===== src/rtl/bin_to_bcd_seq.sv =====
// Sequential binary-to-BCD converter using shift-and-add-3 (double dabble).
// One operand bit is consumed per clock; ready/valid handshakes on both sides.
module bin_to_bcd_seq #(
    parameter int unsigned WIDTH  = 8,
    parameter int unsigned DIGITS = 3
) (
    input  logic                  clk,
    input  logic                  rst_n,
    input  logic                  in_valid,
    output logic                  in_ready,
    input  logic [WIDTH-1:0]      in_bin,
    output logic                  out_valid,
    input  logic                  out_ready,
    output logic [4*DIGITS-1:0]   out_bcd
);

    localparam int unsigned CW = $clog2(WIDTH + 1);

    // True when DIGITS decimal digits can represent 2^WIDTH - 1.
    function automatic bit digits_fit(input int unsigned w, input int unsigned d);
        longint unsigned max_val;
        longint unsigned pow10;
        max_val = (w >= 64) ? '1 : ((64'd1 << w) - 64'd1);
        pow10   = 64'd1;
        for (int unsigned i = 0; i < d; i++) begin
            if (pow10 <= max_val) begin
                pow10 = pow10 * 64'd10;
            end
        end
        return pow10 > max_val;
    endfunction

    if (WIDTH < 1) begin : g_bad_width
        $error("bin_to_bcd_seq: WIDTH must be at least 1");
    end
    if (!digits_fit(WIDTH, DIGITS)) begin : g_bad_digits
        $error("bin_to_bcd_seq: DIGITS too small for WIDTH");
    end

    typedef enum logic [1:0] {
        IDLE,
        SHIFT,
        DONE
    } state_t;

    state_t              state;
    state_t              state_nxt;
    logic [WIDTH-1:0]    bin_reg;
    logic [4*DIGITS-1:0] dig_reg;
    logic [4*DIGITS-1:0] dig_adj;
    logic [CW-1:0]       cnt;

    // State register.
    always_ff @(posedge clk or negedge rst_n) begin
        if (!rst_n) begin
            state <= IDLE;
        end else begin
            state <= state_nxt;
        end
    end

    // Next-state decode; SHIFT ends on the step that takes the counter to zero.
    always_comb begin
        state_nxt = state;
        case (state)
            IDLE:    if (in_valid) state_nxt = SHIFT;
            SHIFT:   if (cnt == CW'(1)) state_nxt = DONE;
            DONE:    if (out_ready) state_nxt = IDLE;
            default: state_nxt = IDLE;
        endcase
    end

    // Handshake outputs depend on state only.
    always_comb begin
        in_ready  = (state == IDLE);
        out_valid = (state == DONE);
    end

    // Add-3 correction applied to every digit before each shift.
    always_comb begin
        dig_adj = '0;
        for (int unsigned k = 0; k < DIGITS; k++) begin
            if (dig_reg[4*k +: 4] >= 4'd5) begin
                dig_adj[4*k +: 4] = dig_reg[4*k +: 4] + 4'd3;
            end else begin
                dig_adj[4*k +: 4] = dig_reg[4*k +: 4];
            end
        end
    end

    // Datapath: load on accept, shift {digits, binary} left once per SHIFT cycle.
    always_ff @(posedge clk or negedge rst_n) begin
        if (!rst_n) begin
            bin_reg <= '0;
            dig_reg <= '0;
            cnt     <= '0;
        end else begin
            case (state)
                IDLE: begin
                    if (in_valid) begin
                        bin_reg <= in_bin;
                        dig_reg <= '0;
                        cnt     <= CW'(WIDTH);
                    end
                end
                SHIFT: begin
                    dig_reg <= {dig_adj[4*DIGITS-2:0], bin_reg[WIDTH-1]};
                    bin_reg <= bin_reg << 1;
                    cnt     <= cnt - CW'(1);
                end
                default: ;
            endcase
        end
    end

    assign out_bcd = dig_reg;

endmodule


===== config.mk =====
export PLATFORM = sky130hd
export DESIGN_NAME = bin_to_bcd_seq
export DESIGN_NICKNAME = d
export VERILOG_FILES = /design/src/rtl/bin_to_bcd_seq.sv
export SDC_FILE = /design/constraint.sdc
export NUM_CORES = 1
export LEC_CHECK = 0
export ABC_AREA = 1
export CORE_MARGIN = 1.5
export CORE_UTILIZATION = 47
export DETAILED_ROUTE_END_ITERATION = 7
export GPL_TIMING_DRIVEN = 0
export PLACE_DENSITY = 0.75
export SLEW_MARGIN = 20
export SYNTH_ARGS = -nofsm -noshare
export SYNTH_HDL_FRONTEND = slang
export SYNTH_SLANG_ARGS = --single-unit

===== constraint.sdc =====
create_clock -name clk -period 1.1 [get_ports clk]
set_input_delay 0.33 -clock clk [delete_from_list [all_inputs] [get_ports clk]]
set_output_delay 0.33 -clock clk [all_outputs]
set_load 0.03 [all_outputs]

[After elaboration in Yosys (flattened, before gate mapping)]
Index checks and enable logic that the tools add are counted.
Storage, ports and cells
  output and inout bits: 14
  logic and storage cells: 34
  bits of input ports: 12
  flip-flop bits (word level): 26
Cells by class
  equality and inequality tests: 6
  magnitude comparators: 3
  reduce and logical (&&, ||, !) cells: 4
  add/subtract/negate cells: 4
  muxes and demuxes: 13
Operator list (number)
  $pmux W12 S2: 1
  $pmux W8 S2: 1
  $ge A4 B3 Y1 const B: 3
  $mux W12: 1
  $mux W4: 3
  $add A4 B2 Y4 const B: 2
  $mux W8: 1
  $pmux W4 S2: 1
  $mux W2: 3
  $pmux W2 S3: 1
  $eq A4 B1 Y1 const B: 1
  $ne A2 B2 Y1 const B: 2
  $sub A4 B1 Y4 const B: 1
  $add A3 B2 Y3 const B: 1
  $mux W3: 1
  $reduce_and A3 Y1: 1
  $eq A2 B1 Y1 const B: 1
  $eq A2 B2 Y1 const B: 1
  $logic_not A2 Y1: 1
  $ne A2 B1 Y1 const B: 1
  $reduce_and A2 Y1: 1
  $reduce_bool A2 Y1: 1

[Longest topological paths before layout]
  depth in word-level cells: 3
  depth in mapped cells: 8

[Worst setup path after synthesis]
Ideal clock, no wire load.
  path kind: register -> register
  start point: reg dig_reg[0] (netlist: out_bcd[0])
  end point: reg dig_reg[1] (netlist: out_bcd[1])
  arrival time: 1.349 ns
  cell stages (with the launch flop): 9
  setup slack: -0.367 ns
  data required time: 0.983 ns
  cell sequence: dfrtp_1 > inv_1 > ha_1 > inv_1 > nand2_1 > nand3_1 > nand2_1 > nand3_1 > nand2_1
Between the ends
  cells in the longest elaborated chain, start to end: 3
RTL lines
  start: declaration: RTL line 49  | logic [4*DIGITS-1:0] dig_reg;
  start signal: assignment: RTL line 107  | dig_reg <= {dig_adj[4*DIGITS-2:0], bin_reg[WIDTH-1]};
  $add A4 B2 Y4 or $ge A4 B3 Y1 (tied branches): RTL line 84, 83
  $mux W4 *: RTL line 83  | if (dig_reg[4*k +: 4] >= 4'd5) begin
  $pmux W12 S2 *: RTL line 98  | case (state)
Mark *: on every way between the ends. The rest lies on a longest branch, timed or not.
A chain may end at the register's enable or synchronous reset.

[Worst setup path after layout]
  start point: reg state[0]
  end point: out in_ready
Between the ends
  cells in the longest elaborated chain, start to end: 1
RTL lines
  start: declaration: RTL line 46  | state_t state;
  start signal: assignment: RTL line 58  | state <= state_nxt;
  $logic_not A2 Y1: RTL line 75  | in_ready = (state == IDLE);
  end: declaration: RTL line 10  | output logic in_ready,
No other way between the ends.

==> results.toml <==
[sta]
relSlewSlack_pct = 60.8
setup_viol_count_final = 40
fin_crit_sh_pct = 128
worst_pin_slew_ps = 589
finalCriticalPeriod_ps = 1410
fin_tns_setup_ps = -7970
hold_viol_final = 0
setup_ws_ps = -306
max_freq_mhz = 711
maxSlewViolCount = 0
whs_ps = 499
fin_worst_skew_ps = 7.58
rsz0062_at_grt = "yes"

[final_layout]
largest_reg_flops = 12
nets = 249
area.growth.synth_to_final_pct = 63.1
layout_common_cells = "nand2_1 (40), buf_4 (19), dfrtp_1 (18)"
fin_util_pct = 80.0
final_common_cell = "nand2_1"
multi_input_area_um2 = 931
drive_gt1_share_pct = 49.1
fill_cells = 167
antennaDiodeCount = 0
register_area_um2 = 661

[setup_path]
crit_path_start_kind = "flop"
path_cells = "nor2_2, buf_6"
r2r_end = "out_bcd[4]$_DFFE_PN0P_"
timing.rr.start = "state[0]$_DFFE_PN0P_"
arrival_ps = 1080
critPathTopFamily = "flip-flops"
critPathSlowestCell = "dfrtp_1"
reg2reg_depth = 7
rrSetupSlack_ps = -250
cp_max_fo = 3
crit_path_end_kind = "output port"
crit_buf_inv = 1
crit_required_ps = 770
crit_path_max_incr_delay_ps = 460
worstSetupPathType = "reg -> out"

[cts]
h-tree-depth = 1
cts_buffers = 3
clockBufferDepth = 2
clk_pin_slew_ps = 160
clock_latency_ps = 350
cts.sinks = 26
ctsRootBufferMaster = "clkbuf_4"
cts_tree = "done"

[floorplan]
dieArea_mm2 = 0.00351
die_w_um = 59.2
fp.dieH_um = 59.2
io_pins = 26
core_region_area_mm2 = 0.00303
initial_core_util_pct = 49.0
rows = 20

[placement]
port_buffers = 25
place_congestion = 0.826
post-dp-hpwl_mm = 2.28
place_ws_ps = -467

[logic_synthesis]
ys_warn_count = 0
syn_area_mm2 = 0.00149
syn_avg_cell_area_um2 = 8.69
yosysUniqueCellTypes = 24
ys_ff_latch = 26
syn_nets = 191
synthCells = 171
synth-seq-area-share_pct = 43.8

[outcome]
status = "finished, violations left"
violations = "setup timing"

[detailed_routing]
via_per_inst = 5.42
drt-total-wl_mm = 4.35
drt_iter0_markers = 125
ant_nets = 0
num_vias = 1474
dr.pass1.iters = 4
wl_per_cell_um = 16.0
drc_errors = 0

[power_and_ir_drop]
seqPwrFrac_pct = 21.4
p_switching_mw = 3.78
power.share.clock_pct = 8.4
power_density_mw_per_mm2 = 3410
total_power_mw = 8.25
power_switching_share_pct = 45.8
power_frac_comb_pct = 70.1
p_int_mw = 4.47
vdd_drop_max_mv = 1.80
p_leak_nw = 1.16

[global_route]
grt_remaining_overflow = 0
gr-usage-all-layers_pct = 27.8
grt_pass1_vias = 1479
antenna_found_initial = 0
grt_pass1_wl_mm = 7.22
grt_max_degree = 27

[flow_run]
max_cap_violations = 0

[min_path]
hp-class = "in -> async"
per-stage QoR:
stage | area (um^2) | cells
after floorplan | 1560 | 171
after global placement | 1860 | 240
after detailed placement | 1860 | 240
after CTS | 2390 | 271
after global routing | 2420 | 272
final | 2420 | 272
cell usage after synthesis:
cell type	count	area [um^2]
o21bai_2	2	22.5
nand2_4	4	45.0
buf_6	2	22.5
inv_2	2	7.51
nor2_1	4	15.0
buf_12	1	20.0
nand3_1	17	85.1
a21oi_1	3	15.0
nand2_1	54	203
o211ai_1	2	15.0
ha_1	8	100
nor3_1	1	5.00
o21ai_0	3	15.0
inv_6	1	8.76
dfrtp_1	26	651
o21ai_1	2	10.0
inv_1	20	75.1
nor2_4	1	11.3
o22ai_1	3	18.8
xnor2_1	1	8.76
o22ai_2	4	50.1
o211ai_2	3	37.5
nand4_1	6	37.5
nand2_2	1	6.26
worst max path at each step:
stage / cells after the start / slack [ps] / to / start
2_1_floorplan: 8 / -110 / out_bcd[1]$_DFFE_PN0P_ / out_bcd[0]$_DFFE_PN0P_
3_3_place_gp: 1 / -760 / out_bcd[0]$_DFFE_PN0P_ / rst_n
3_5_place_dp: 2 / -470 / out_valid / state[0]$_DFFE_PN0P_
4_1_cts: 3 / -290 / out_valid / state[1]$_DFFE_PN0P_
5_1_grt: 2 / -340 / out_valid / state[0]$_DFFE_PN0P_
6_report: 2 / -310 / in_ready / state[0]$_DFFE_PN0P_
power by group through the flow:
stage | clock network, mW | logic (mW) | registers, mW
after floorplan | 0 | 2.38 | 2.10
after global placement | 0 | 3.56 | 1.77
after detailed placement | 0 | 3.68 | 1.80
after CTS | 0.693 | 5.40 | 1.75
after global routing | 0.729 | 6.20 | 1.81
final | 0.695 | 5.79 | 1.77
worst register-to-register path, delay by kind of cell (launching register included):
kind,cells,cell delay [ps]
AOI/OAI and AO/OA,1,110
buffers and inverters,3,440
DFF,1,460
and+or+nand+nor,3,290
kinds of logic after synthesis:
group                    count (synthesis)  synth area share (%)
adder cells (fa/ha/maj)                  8                  6.74
buffers and inverters                   26                  9.01
AO/OA/AOI/OAI                           22                  12.4
flip-flops                              26                  43.8
XOR/XNOR                                 1                 0.590
AND/OR/NAND/NOR                         88                  27.5
area by class of cell:
| class | instances | share of cell area, % |
|---|---|---|
| clock inverter | 1 | 1.24 |
| multi-input combinational | 120 | 38.4 |
| tap | 44 | 2.27 |
| buffer | 3 | 2.27 |
| sequential | 26 | 27.3 |
| timing repair buffer | 52 | 22.8 |
| clock buffer | 3 | 0.930 |
| inverter | 23 | 4.80 |
repair_timing:
item | in CTS | in global routing
pin swaps | 8 | 5
resized for setup | 145 | 8
buffers inserted | 22 | 2
hold buffers | 1 | 0
hold endpoints to repair | 26 | 0
gates cloned | 4 | 0
setup endpoints to repair | 39 | 40
metal layers:
metal,vias to the layer above,global-route usage (%),part of all wire [%]
li1,680,-,-
met4,0,10.1,2.4
met5,-,0,0
met3,12,4.15,4.5
met2,57,47.1,52
met1,725,35.9,41
(Power assumes the default switching activity.)
